<file path="src/rtl/serial_add_ctrl_if.sv">
// ---------------------------------------------------------------------------
// serial_add_ctrl_if
// Start/done handshake and operand/result bus between a parallel requester
// (master) and the bit-serial adder controller (slave).
//   start      : request, sampled by the controller only while idle
//   a, b, cin  : operands and carry-in, captured on the accepting edge
//   busy, done : controller status (busy in RUN and DONE, done for one cycle)
//   sum        : result register, qualified by done
//   cout, ovf  : unsigned carry-out and signed overflow of the last result
// ---------------------------------------------------------------------------
interface serial_add_ctrl_if #(
    parameter int WIDTH = 8
);
    logic             start;
    logic [WIDTH-1:0] a;
    logic [WIDTH-1:0] b;
    logic             cin;
    logic             busy;
    logic             done;
    logic [WIDTH-1:0] sum;
    logic             cout;
    logic             ovf;

    modport master (
        output start, a, b, cin,
        input  busy, done, sum, cout, ovf
    );

    modport slave (
        input  start, a, b, cin,
        output busy, done, sum, cout, ovf
    );
endinterface

</file>
<file path="src/rtl/serial_add_ctrl.sv">
// ---------------------------------------------------------------------------
// serial_add_ctrl
// Bit-serial addition controller: feeds a single one-bit fulladder with a
// WIDTH-bit operand pair, LSB first, one bit per clock.
//   clk   : single clock, rising edge
//   rst_n : synchronous active-low reset, priority over start
//   bus   : serial_add_ctrl_if slave modport (start/a/b/cin in,
//           busy/done/sum/cout/ovf out)
//
// state  | meaning
// -------+---------------------------------------------
// S_IDLE | waiting for start; result registers held
// S_RUN  | one operand bit added and shifted per cycle
// S_DONE | result presented, done high for one cycle
// ---------------------------------------------------------------------------

// One-bit full adder cell.
module fulladder (
    input  logic A,
    input  logic B,
    input  logic Cin,
    output logic S,
    output logic Cout
);
    assign S    = A ^ B ^ Cin;
    assign Cout = (A & B) | (Cin & (A ^ B));
endmodule

module serial_add_ctrl #(
    parameter int WIDTH = 8
) (
    input  logic               clk,
    input  logic               rst_n,
    serial_add_ctrl_if.slave   bus
);
    localparam int CW = $clog2(WIDTH);
    localparam logic [CW-1:0] LAST_BIT = CW'(WIDTH - 1);

    typedef enum logic [1:0] {
        S_IDLE = 2'd0,
        S_RUN  = 2'd1,
        S_DONE = 2'd2
    } state_t;

    state_t           r_state;
    state_t           w_next;
    logic [WIDTH-1:0] r_a_sh;
    logic [WIDTH-1:0] r_b_sh;
    logic [WIDTH-1:0] r_sum;
    logic             r_carry;
    logic             r_cout;
    logic             r_ovf;
    logic [CW-1:0]    r_cnt;
    logic             w_s;
    logic             w_cout;
    logic             w_last;

    fulladder u_fa (
        .A    (r_a_sh[0]),
        .B    (r_b_sh[0]),
        .Cin  (r_carry),
        .S    (w_s),
        .Cout (w_cout)
    );

    assign w_last = (r_cnt == LAST_BIT);

    always_comb begin
        w_next = r_state;
        case (r_state)
            S_IDLE:  if (bus.start) w_next = S_RUN;
            S_RUN:   if (w_last)    w_next = S_DONE;
            S_DONE:  w_next = S_IDLE;
            default: w_next = S_IDLE;
        endcase
    end

    always_ff @(posedge clk) begin
        if (!rst_n) begin
            r_state <= S_IDLE;
            r_a_sh  <= '0;
            r_b_sh  <= '0;
            r_sum   <= '0;
            r_carry <= 1'b0;
            r_cout  <= 1'b0;
            r_ovf   <= 1'b0;
            r_cnt   <= '0;
        end else begin
            r_state <= w_next;
            case (r_state)
                S_IDLE: begin
                    if (bus.start) begin
                        r_a_sh  <= bus.a;
                        r_b_sh  <= bus.b;
                        r_carry <= bus.cin;
                        r_cnt   <= '0;
                    end
                end
                S_RUN: begin
                    r_a_sh  <= r_a_sh >> 1;
                    r_b_sh  <= r_b_sh >> 1;
                    r_sum   <= {w_s, r_sum[WIDTH-1:1]};
                    r_carry <= w_cout;
                    if (w_last) begin
                        // r_carry is the carry into the MSB at this point.
                        r_cout <= w_cout;
                        r_ovf  <= r_carry ^ w_cout;
                        r_cnt  <= '0;
                    end else begin
                        r_cnt  <= r_cnt + 1'b1;
                    end
                end
                default: ;
            endcase
        end
    end

    assign bus.busy = (r_state != S_IDLE);
    assign bus.done = (r_state == S_DONE);
    assign bus.sum  = r_sum;
    assign bus.cout = r_cout;
    assign bus.ovf  = r_ovf;
endmodule

</file>
<file path="src/flat_wrapper.sv">
// flat-port wrapper written by rule: the top's interface ports become plain ports
module serial_add_ctrl_flat 
#(
    parameter int WIDTH = 8
)
  (clk, rst_n, bus_start, bus_a, bus_b, bus_cin, bus_busy, bus_done, bus_sum, bus_cout, bus_ovf);
  serial_add_ctrl_if #(.WIDTH(WIDTH)) bus_i ();
  input  logic clk;
  input  logic rst_n;
  input wire logic [$bits(bus_i.start)-1:0] bus_start;
  input wire logic [$bits(bus_i.a)-1:0] bus_a;
  input wire logic [$bits(bus_i.b)-1:0] bus_b;
  input wire logic [$bits(bus_i.cin)-1:0] bus_cin;
  output wire logic [$bits(bus_i.busy)-1:0] bus_busy;
  output wire logic [$bits(bus_i.done)-1:0] bus_done;
  output wire logic [$bits(bus_i.sum)-1:0] bus_sum;
  output wire logic [$bits(bus_i.cout)-1:0] bus_cout;
  output wire logic [$bits(bus_i.ovf)-1:0] bus_ovf;
  assign bus_i.start = bus_start;
  assign bus_i.a = bus_a;
  assign bus_i.b = bus_b;
  assign bus_i.cin = bus_cin;
  assign bus_busy = bus_i.busy;
  assign bus_done = bus_i.done;
  assign bus_sum = bus_i.sum;
  assign bus_cout = bus_i.cout;
  assign bus_ovf = bus_i.ovf;
  serial_add_ctrl #(.WIDTH(WIDTH)) u_core (.clk(clk), .rst_n(rst_n), .bus(bus_i));
endmodule
</file>
<file path="config.mk">
export PLATFORM = sky130hd
export DESIGN_NAME = serial_add_ctrl_flat
export DESIGN_NICKNAME = d
export VERILOG_FILES = /design/src/rtl/serial_add_ctrl_if.sv /design/src/rtl/serial_add_ctrl.sv /design/src/flat_wrapper.sv
export SDC_FILE = /design/constraint.sdc
export NUM_CORES = 1
export LEC_CHECK = 0
export ABC_AREA = 1
export CORE_AREA = 2 2 55 57
export CTS_BUF_LIST = sky130_fd_sc_hd__clkbuf_2 sky130_fd_sc_hd__clkbuf_4 sky130_fd_sc_hd__clkbuf_8
export CTS_CLUSTER_DIAMETER = 30
export DETAILED_ROUTE_END_ITERATION = 16
export DIE_AREA = 0 0 57 59
export GPL_TIMING_DRIVEN = 0
export HOLD_SLACK_MARGIN = 0.15
export PLACE_DENSITY = 0.83
export SKIP_LAST_GASP = 1
export SLEW_MARGIN = 25
export SYNTH_ARGS = -nofsm -noshare
export SYNTH_HDL_FRONTEND = slang
export SYNTH_HIERARCHICAL = 1
export SYNTH_SLANG_ARGS = --single-unit
</file>
<file path="constraint.sdc">
create_clock -name clk -period 3.35 [get_ports clk]
set_clock_uncertainty 0.05 [all_clocks]
set_input_delay 0.67 -clock clk [delete_from_list [all_inputs] [get_ports clk]]
set_output_delay 0.67 -clock clk [all_outputs]
set_load 0.02 [all_outputs]
</file>
==> results of run 1 <==
## worst min-delay path by stage
stage | start | to | cells after the start
final | u_core/r_cnt[0]$_SDFFE_PN0P_ | u_core/r_cnt[0]$_SDFFE_PN0P_ | 2
after global routing | u_core/bus.cout$_SDFFE_PN0P_ | u_core/bus.cout$_SDFFE_PN0P_ | 2
after CTS | u_core/r_cnt[0]$_SDFFE_PN0P_ | u_core/r_cnt[0]$_SDFFE_PN0P_ | 2
after detailed placement | u_core/r_cnt[0]$_SDFFE_PN0P_ | u_core/r_cnt[0]$_SDFFE_PN0P_ | 2
after global placement | u_core/r_cnt[0]$_SDFFE_PN0P_ | u_core/r_cnt[0]$_SDFFE_PN0P_ | 2
after floorplan | u_core/r_cnt[0]$_SDFFE_PN0P_ | u_core/r_cnt[0]$_SDFFE_PN0P_ | 2
## metal layers
metal	routed length [um]	GRT usage, %
met4	80	11.0
met3	179	6.55
met2	1440	31.4
met1	1390	23.9
met5	0	0
## through the flow
stage / instance area [um2] / utilization (%)
final: 1880 / 69.4
after global routing: 1880 / 69.4
after CTS: 1880 / 69.4
after detailed placement: 1810 / 66.9
after global placement: 1810 / 66.9
after floorplan: 1470 / -
## registers in the layout (all words and copies together), names as in the netlist
| signal | flops |
|---|---|
| u_core/bus.cout | 1 |
| u_core/bus.ovf | 1 |
| u_core/r_state | 2 |
| u_core/bus.sum | 8 |
| u_core/r_b_sh | 8 |
| u_core/r_cnt | 3 |
| u_core/r_a_sh | 8 |
| u_core/r_carry | 1 |
## critical path, cell delays in order (launching register included)
cell and delay (ns):
dfxtp_1 0.31, buf_4 0.16, nor2_1 0.13, buf_4 0.19, inv_1 0.05, clkdlybuf4s50_1 0.53
## power by group
group | switching, mW | internal (mW) | total (mW)
clock | 0.124 | 0.120 | 0.243
combinational | 0.0865 | 0.0756 | 0.162
sequential | 0.0142 | 0.406 | 0.420
total | 0.224 | 0.601 | 0.825
## area by class of cell
type	instances	area (um2)
fill	243	830
multi-input combinational	143	656
sequential	32	641
timing repair buffer	31	310
inverter	26	97.6
buffer	12	71.3
clock buffer	8	66.3
tap	31	38.8
## synthesized netlist by cell type, drive strengths merged
cell type | instances | area, um2
nand3 | 34 | 170
a21oi | 12 | 60.1
dfxtp | 32 | 641
xor2 | 1 | 8.76
nand2 | 40 | 163
o21ai | 8 | 40.0
clkbuf | 4 | 15.0
fa | 1 | 20.0
inv | 26 | 97.6
nor2 | 45 | 169
buf | 8 | 56.3
ha | 2 | 25.0
## cell families after synthesis
group                      after synthesis  share of synthesized area (%)
adders and majority gates                3                           3.07
xor gates and xnor gates                 1                          0.598
AOI/OAI and AO/OA                       20                           6.83
and+or+nand+nor                        119                           34.2
buffers and inverters                   38                           11.5
DFF                                     32                           43.7
==> metrics.md, run 1 <==
| Metric | Value |
|---|---|
| Leak Pwr | between 0.8 and 0.9 nW |
| Endpoint type of the worst setup path | primary output |
| 1st-iter DRT viols | 61 |
| Row count | 19 |
| Hold WS | 0.434 ns |
| Clock Latency Late Sink | 0.33 ns |
| Hold buffers post-CTS | 0 |
| IO Pins | 32 |
| P&R area growth vs syn | 28.4% |
| Status | finished clean |
| Htree depth | 2 |
| Global-route wire length before repair | 5020 um |
| Critical Path RT | 2.63 ns |
| Period utilization | 71.9% |
| Post-synth cell types | 17 |
| Cells after synthesis | between 200 and 250 |
| Number of I/O port buffers | 31 |
| Die area | 0.00336 mm2 |
| GPL Wtd Cong | 0.792 |
| Commonest non-fill, non-tap cells in the layout | nor2_1, nand2_1, nand3_1 |
| VDD IR max | between 300 and 400 uV |
| GRT overflow | 0 |
| Ant diodes | 0 |
| CTS tree | yes |
| Tot Pwr | 0.825 mW |
| Starting density of the core | a little over half |
| Crit path launch type | flip-flop |
| Routed len/inst | 10.9 um |
| Die H | 59 um |
| Post-CTS resize count | 0 |
| Max-Cap Viols | 0 |
| Core Box Area | about 0.0027 mm2 |
| Crit path to | bus_busy |
| Final hold violation count | 0 |
| Slew margin rel. | 68.7% |
| Final Setup Violations | 0 |
| Least-Margin Pin Slew | 0.470 ns |
| Syn Area/Cell | 6.88 um2 |
| Worst EP arrival | 1.69 ns |
| Drt drc | 0 |
| RSZ-0062 raised after global routing | false |
| Slack of the worst reg-to-reg path | 2.04 ns |
| Reg2Reg Depth | 4 |
| Placed Cells | between 200 and 300 |
| Setup tns final | 0 ns |
| Vias per cell | 4.98 |
| Worst Path Max Fanout | 10 |
| Routed Wire Length | 3100 um |
| Share of layout cells above drive strength 1 | 8.33% |
| F_max | 415 MHz |
| Most common cell after layout, fill and taps aside | nor2_1 |
| CTS max path bufs | 2 |
| Clock slew seen by the registers of the worst setup and hold paths | roughly 0.090 ns |
| Vias in the first global route | 1221 |
| Post-layout minimum cycle time | 2.41 ns |
| Die X | 57 um |
| FF-to-FF Start | u_core/r_a_sh[0]$_SDFFE_PN0P_ |
| Critical Setup Path Class | reg -> out |
| Warnings, synthesis | 6 |
| Final setup margin | about 0.94 ns |
| Initial antenna violation count | 0 |
| Total track usage | 19.8% |
| Cell Area, Synth | around 0.0015 mm2 |
| Fin nets | 274 |
| CTS Buf Count | 5 |
| DPL Wire Length | 2170 um |
| Vias | 1409 |
| Dpl ws | 1.30 ns |
| CP startpoint | u_core/r_state[0]$_SDFFE_PN0P_ |
| Sequential element share of the synthesized area | 43.7% |
| Cell Pwr Density | 439 mW/mm2 |
| Buffers inserted by post-CTS timing repair | 0 |
| CTS sink cnt | 32 |
| Flops & latches, synth | 32 |
| Hold Crit Class | reg -> reg |
| R2R Path End | u_core/bus.ovf$_SDFFE_PN0P_ |
| Largest net degree at the start of global routing | 11 |
| Post-Layout Cell Count | 283 |
| Slew Limit Fails | 0 |
| Syn Nets | 236 |
| Antenna-violating nets left | 0 |
| Clock Tree Root | clkbuf_4 |
| Drt pass-1 iters | 4 |
No activity file was read; power rests on OpenSTA's default activity.
==> inputs of run 2 (changes only) <==
--- a/config.mk
+++ b/config.mk
@@ -6,14 +6,14 @@
 export NUM_CORES = 1
 export LEC_CHECK = 0
 export ABC_AREA = 1
-export CORE_AREA = 2 2 55 57
+export CORE_AREA = 2 2 57 59
 export CTS_BUF_LIST = sky130_fd_sc_hd__clkbuf_2 sky130_fd_sc_hd__clkbuf_4 sky130_fd_sc_hd__clkbuf_8
 export CTS_CLUSTER_DIAMETER = 30
 export DETAILED_ROUTE_END_ITERATION = 16
-export DIE_AREA = 0 0 57 59
+export DIE_AREA = 0 0 59 61
 export GPL_TIMING_DRIVEN = 0
 export HOLD_SLACK_MARGIN = 0.15
-export PLACE_DENSITY = 0.83
+export PLACE_DENSITY = 0.78
 export SKIP_LAST_GASP = 1
 export SLEW_MARGIN = 25
 export SYNTH_ARGS = -nofsm -noshare
==> constraint.sdc (replaced) <==
create_clock -name clk -period 2.5 [get_ports clk]
set_clock_uncertainty 0.05 [all_clocks]
set_input_delay 0.5 -clock clk [delete_from_list [all_inputs] [get_ports clk]]
set_output_delay 0.5 -clock clk [all_outputs]
set_load 0.02 [all_outputs]
==> run 2 against run 1 <==
Clock power is 33% higher; non-clock buffer count stayed put; sequential power increased by 34%; critical path depth unchanged; utilization is 5.6 points lower; wire length is 1.3% higher; register-to-register slack lost 0.83 ns; count of clock-buffer cells in the layout unchanged.
==> metrics.md, run 2 (synthesized netlist as in run 1, its figures left out) <==
| Metric | Value |
|---|---|
| Vias in the first global route | 1305 (+6.9%) |
| Final Setup Violations | 0 (unchanged) |
| Global-route wire length before repair | 5570 um (+11%) |
| Largest net degree at the start of global routing | 11 (unchanged) |
| GPL Wtd Cong | 0.804 (+1.5%) |
| Post-layout minimum cycle time | 2.29 ns |
| Fillcell total | 287 (+18%) |
| Setup tns final | 0 ns (unchanged) |
| Die X | 59 um (+3.5%) |
| Hold wc startpoint | u_core/bus.ovf$_SDFFE_PN0P_ |
| Row count | 20 (+1) |
| IO Pins | 32 (unchanged) |
| Drt drc | 0 (unchanged) |
| Crit path to | bus_busy |
| Max-Cap Viols | 0 (unchanged) |
| Critical Path RT | 1.95 ns (-0.68 ns) |
| Antenna-violating nets left | 0 (unchanged) |
| Hold Crit Class | reg -> reg |
| Die area | 0.00360 mm2 (+7.0%) |
| P&R area growth vs syn | 28.5% |
| Period utilization | 91.5% |
| Slew margin rel. | 68.8% (+0.095 points) |
| DPL Wire Length | 2170 um (about the same) |
| Number of I/O port buffers | 31 (unchanged) |
| CTS sink cnt | 32 (unchanged) |
| Reg2Reg Depth | 4 (unchanged) |
| Total track usage | 20.9% (+1.1 points) |
| Leak Pwr | 0.848 nW (unchanged) |
| Worst EP arrival | 1.74 ns (+0.05 ns) |
| Critical Setup Path Class | reg -> out |
| CTS max path bufs | 2 (unchanged) |
| Status | finished clean |
| Ant diodes | 0 (unchanged) |
| Share of layout cells above drive strength 1 | 8.33% (unchanged) |
| Cell Pwr Density | 586 mW/mm2 (+33%) |
| Worst Path Max Fanout | 10 (unchanged) |
| Clock Latency Late Sink | 0.33 ns (about the same) |
| RSZ-0062 raised after global routing | false |
| FF-to-FF Start | u_core/r_a_sh[0]$_SDFFE_PN0P_ |
| Endpoint type of the worst setup path | primary output |
| Clock slew seen by the registers of the worst setup and hold paths | 0.10 ns (about the same) |
| Vias | 1365 (-3.1%) |
| Final Util | 63.8% (-5.6 points) |
| Hold WS | 0.417 ns (-0.0172 ns) |
| Vias per cell | 4.79 (-3.8%) |
| Die H | 61 um (+3.4%) |
| F_max | around 440 MHz |
| Final hold violation count | 0 (unchanged) |
| CP startpoint | u_core/r_state[0]$_SDFFE_PN0P_ |
| CTS Buf Count | 5 (unchanged) |
| VDD IR max | 432 uV (+25%) |
| Core Box Area | 0.00295 mm2 (+9.0%) |
| Post-CTS resize count | 0 (unchanged) |
| Final setup margin | 0.213 ns (-0.728 ns) |
| Routed Wire Length | 3130 um (+1.3%) |
| Drt pass-1 iters | 6 (+2) |
| Starting density of the core | 49.6% (-4.4 points) |
| Hold buffers post-CTS | 0 (unchanged) |
| Buffers inserted by post-CTS timing repair | 0 (unchanged) |
| Clock Tree Root | clkbuf_4 |
| 1st-iter DRT viols | 76 (+25%) |
| Initial antenna violation count | 0 (unchanged) |
| Routed len/inst | 11.0 um (+0.55%) |
| Least-Margin Pin Slew | 0.468 ns (-0.00143 ns) |
| R2R Path End | u_core/bus.ovf$_SDFFE_PN0P_ |
| Commonest non-fill, non-tap cells in the layout | nor2_1, nand2_1, nand3_1 |
| Slack of the worst reg-to-reg path | 1.21 ns (-0.83 ns) |
| Fin nets | 274 (unchanged) |
| Most common cell after layout, fill and taps aside | nor2_1 |
| GRT overflow | 0 (unchanged) |
| Slew Limit Fails | 0 (unchanged) |
| CTS tree | yes |
| Htree depth | 2 (unchanged) |
| Dpl ws | 0.597 ns (-0.705 ns) |
| Crit path launch type | flip-flop |
[run 2: critical path: stages (launching register included)]
cell and delay, ns:
dfxtp_1 0.31, buf_4 0.16, nor2_1 0.16, buf_4 0.19, inv_1 0.05, clkdlybuf4s50_1 0.53
[run 2: worst min path at each step]
stage | end | depth (start not counted) | slack (ns)
6_report | u_core/bus.ovf$_SDFFE_PN0P_ | 2 | 0.42
5_1_grt | u_core/bus.ovf$_SDFFE_PN0P_ | 2 | 0.44
4_1_cts | u_core/bus.ovf$_SDFFE_PN0P_ | 2 | 0.42
3_5_place_dp | u_core/bus.ovf$_SDFFE_PN0P_ | 2 | 0.41
3_3_place_gp | u_core/r_cnt[0]$_SDFFE_PN0P_ | 2 | 0.40
2_1_floorplan | u_core/r_cnt[0]$_SDFFE_PN0P_ | 2 | 0.39
[run 2: through the flow]
| stage | cells | cell area [um2] | total power [mW] |
|---|---|---|---|
| global placement | 277 | 1820 | 0.788 |
| global route | 285 | 1880 | 1.17 |
| detailed placement | 277 | 1820 | 0.792 |
| floorplan | 213 | 1470 | 0.706 |
| finish | 285 | 1880 | 1.10 |
| CTS | 285 | 1880 | 1.12 |
[run 2: power by group]
group | switching (mW) | internal, mW | total [mW]
sequential | 0.0193 | 0.544 | 0.563
clock | 0.163 | 0.160 | 0.323
combinational | 0.116 | 0.101 | 0.217
[run 2: area by class of cell]
class / count / area, um2 / share of cell area, %
clock buffers: 8 / 66.3 / 3.52
multi-input cells: 143 / 656 / 34.8
well taps: 33 / 41.3 / 2.19
flip-flops and latches: 32 / 641 / 34.0
inverters: 26 / 97.6 / 5.18
plain buffers: 12 / 71.3 / 3.79
repair buffers: 31 / 310 / 16.5
[run 2: layer usage]
layer  global-route usage, %  vias to the layer above  wire (um)
met1                    25.0                      587       1400
met5                       0                        -          0
li1                        -                      740          -
met2                    34.9                       34       1530
met3                    4.48                        4        137
met4                    11.7                        0         70
==> inputs of run 3 (changes only) <==
--- a/config.mk
+++ b/config.mk
@@ -8,12 +8,12 @@
 export ABC_AREA = 1
 export CORE_AREA = 2 2 57 59
 export CTS_BUF_LIST = sky130_fd_sc_hd__clkbuf_2 sky130_fd_sc_hd__clkbuf_4 sky130_fd_sc_hd__clkbuf_8
-export CTS_CLUSTER_DIAMETER = 30
 export DETAILED_ROUTE_END_ITERATION = 16
 export DIE_AREA = 0 0 59 61
 export GPL_TIMING_DRIVEN = 0
 export HOLD_SLACK_MARGIN = 0.15
 export PLACE_DENSITY = 0.78
+export RECOVER_POWER = 50
 export SKIP_LAST_GASP = 1
 export SLEW_MARGIN = 25
 export SYNTH_ARGS = -nofsm -noshare
==> run 3 against run 2 <==
First-iteration DRC count fell by 1.3%; final cell count did not move; sequential share of layout area rose by 0.23 points; flip-flop and latch count did not move; worst hold slack barely moved; utilization fell by 0.42 points; critical endpoint unchanged; largest cell class unchanged; highest routed layer unchanged.
==> metrics.md, run 3 (synthesized netlist as in run 1, its figures left out) <==
| Metric | Value |
|---|---|
| Status | finished clean |
| Starting density of the core | 49.6% (unchanged) |
| CTS tree | yes |
| Critical Path RT | 1.95 ns (about the same) |
| Period utilization | 91.3% (-0.21 points) |
| Die H | 61 um (unchanged) |
| Clock slew seen by the registers of the worst setup and hold paths | 0.10 ns (about the same) |
| GPL Wtd Cong | 0.804 (unchanged) |
| Ant diodes | 0 (unchanged) |
| Buffers inserted by post-CTS timing repair | 0 (unchanged) |
| Hold Crit Class | reg -> reg |
| Fillcell total | 291 (+1.4%) |
| Drt pass-1 iters | 6 (unchanged) |
| Slew margin rel. | 67.8% (-0.97 points) |
| RSZ-0062 raised after global routing | false |
| Hold buffers post-CTS | 0 (unchanged) |
| IO Pins | 32 (unchanged) |
| Setup tns final | 0 ns (unchanged) |
| Crit path to | bus_busy |
| Clock Latency Late Sink | 0.33 ns (about the same) |
| Crit path launch type | flip-flop |
| Routed Wire Length | 3150 um (+0.54%) |
| Number of I/O port buffers | 31 (unchanged) |
| CTS Buf Count | 5 (unchanged) |
| Placed Cells | 277 (unchanged) |
| P&R area growth vs syn | 27.7% |
| FF-to-FF Start | u_core/r_state[1]$_SDFFE_PN0P_ |
| Most common cell after layout, fill and taps aside | nor2_1 |
| Fin nets | 274 (unchanged) |
| Slew Limit Fails | 0 (unchanged) |
| Commonest non-fill, non-tap cells in the layout | nor2_1, nand2_1, nand3_1 |
| Slack of the worst reg-to-reg path | 0.67 ns (-0.54 ns) |
| CTS sink cnt | 32 (unchanged) |
| F_max | 438 MHz (+0.23%) |
| Clock network power share | 29.5% (+0.2 points) |
| Clock Tree Root | clkbuf_4 |
| GRT overflow | 0 (unchanged) |
| Switching share of power | 27.1% (+0.16 points) |
| Least-Margin Pin Slew | 0.483 ns (+0.0145 ns) |
| VDD IR max | 432 uV (about the same) |
| Vias in the first global route | 1305 (unchanged) |
| CTS max path bufs | 2 (unchanged) |
| Htree depth | 2 (unchanged) |
| Total track usage | 20.9% (unchanged) |
| Cell Pwr Density | 589 mW/mm2 (+0.52%) |
| Routed len/inst | 11.1 um (+0.54%) |
| CP startpoint | u_core/r_state[0]$_SDFFE_PN0P_ |
| Endpoint type of the worst setup path | primary output |
| Vias | 1382 (+1.2%) |
| Max-Cap Viols | 0 (unchanged) |
| DPL Wire Length | 2170 um (unchanged) |
| Antenna-violating nets left | 0 (unchanged) |
| Sw power | 0.299 mW (+0.46%) |
| Logic pwr share | 19.4% (-0.2 points) |
| Die area | 0.00360 mm2 (unchanged) |
| Final Setup Violations | 0 (unchanged) |
| Initial antenna violation count | 0 (unchanged) |
| Share of layout cells above drive strength 1 | 6.75% (-1.6 points) |
| Post-Layout Cell Count | 285 (unchanged) |
| Vias per cell | 4.85 (+1.2%) |
| Cell-internal power | 0.802 mW (-0.37%) |
| Leak Pwr | 0.844 nW (-0.56%) |
| Core Box Area | 0.00295 mm2 (unchanged) |
| Drt drc | 0 (unchanged) |
| R2R Path End | u_core/r_a_sh[0]$_SDFFE_PN0P_ |
| Flop pwr share | 51.1% (about the same) |
| Largest net degree at the start of global routing | 11 (unchanged) |
| Worst EP arrival | 1.73 ns (about the same) |
| Critical Setup Path Class | reg -> out |
| Die X | 59 um (unchanged) |
| Post-CTS resize count | 0 (unchanged) |
| Row count | 20 (unchanged) |
| Final hold violation count | 0 (unchanged) |
| Worst Path Max Fanout | 10 (unchanged) |
| Global-route wire length before repair | 5570 um (unchanged) |
| Post-layout minimum cycle time | 2.28 ns (-0.00519 ns) |
| 1st-iter DRT viols | 75 (-1.3%) |
| Reg2Reg Depth | 6 (+2) |
[run 3: worst min-delay path by stage]
stage                                       from                            to  slack [ns]  depth (start not counted)
finish               u_core/bus.ovf$_SDFFE_PN0P_   u_core/bus.ovf$_SDFFE_PN0P_        0.42                          2
CTS                  u_core/bus.ovf$_SDFFE_PN0P_   u_core/bus.ovf$_SDFFE_PN0P_        0.42                          2
global route         u_core/bus.ovf$_SDFFE_PN0P_   u_core/bus.ovf$_SDFFE_PN0P_        0.44                          2
global placement    u_core/r_cnt[0]$_SDFFE_PN0P_  u_core/r_cnt[0]$_SDFFE_PN0P_        0.40                          2
floorplan           u_core/r_cnt[0]$_SDFFE_PN0P_  u_core/r_cnt[0]$_SDFFE_PN0P_        0.39                          2
detailed placement   u_core/bus.ovf$_SDFFE_PN0P_   u_core/bus.ovf$_SDFFE_PN0P_        0.41                          2
[run 3: metrics by stage]
| stage | utilization [%] | hold slack, ns | worst slack, ns | power (mW) | cell area (um2) |
|---|---|---|---|---|---|
| 3_5_place_dp | 61.5 | 0.411 | 0.597 | 0.792 | 1820 |
| 3_3_place_gp | 61.5 | 0.402 | 0.618 | 0.788 | 1820 |
| 5_1_grt | 63.3 | 0.444 | 0.114 | 1.17 | 1870 |
| 6_report | 63.3 | 0.417 | 0.218 | 1.10 | 1870 |
| 2_1_floorplan | - | 0.388 | 1.15 | 0.706 | 1470 |
| 4_1_cts | 63.8 | 0.421 | 0.216 | 1.12 | 1880 |
[run 3: layer usage]
layer  track usage [%]  vias to the layer above  routed length, um
met2              34.9                       48               1530
met3              4.48                        4                165
li1                  -                      742                  -
met1              25.0                      588               1390
met5                 0                        -                  0
met4              11.7                        0                 70
[run 3: worst max-delay path: stages, from the launching register on]
cell and delay [ns]:
dfxtp_1 0.31, buf_4 0.16, nor2_1 0.15, buf_4 0.19, inv_1 0.05, clkdlybuf4s50_1 0.53
[run 3: area by class of cell]
class | instances | area, um2 | share of cell area, %
buffer | 12 | 63.8 | 3.41
tap | 33 | 41.3 | 2.21
sequential | 32 | 641 | 34.2
clock buffer | 8 | 66.3 | 3.55
inverter | 26 | 97.6 | 5.22
multi-input combinational | 143 | 651 | 34.8
timing repair buffer | 31 | 310 | 16.6
[run 3: power groups by stage]
| stage | Clock (mW) | Sequential (mW) | Combinational [mW] |
|---|---|---|---|
| floorplan | 0 | 0.585 | 0.121 |
| global placement | 0 | 0.574 | 0.215 |
| detailed placement | 0 | 0.575 | 0.217 |
| CTS | 0.334 | 0.563 | 0.219 |
| global route | 0.358 | 0.570 | 0.241 |
| finish | 0.325 | 0.563 | 0.213 |
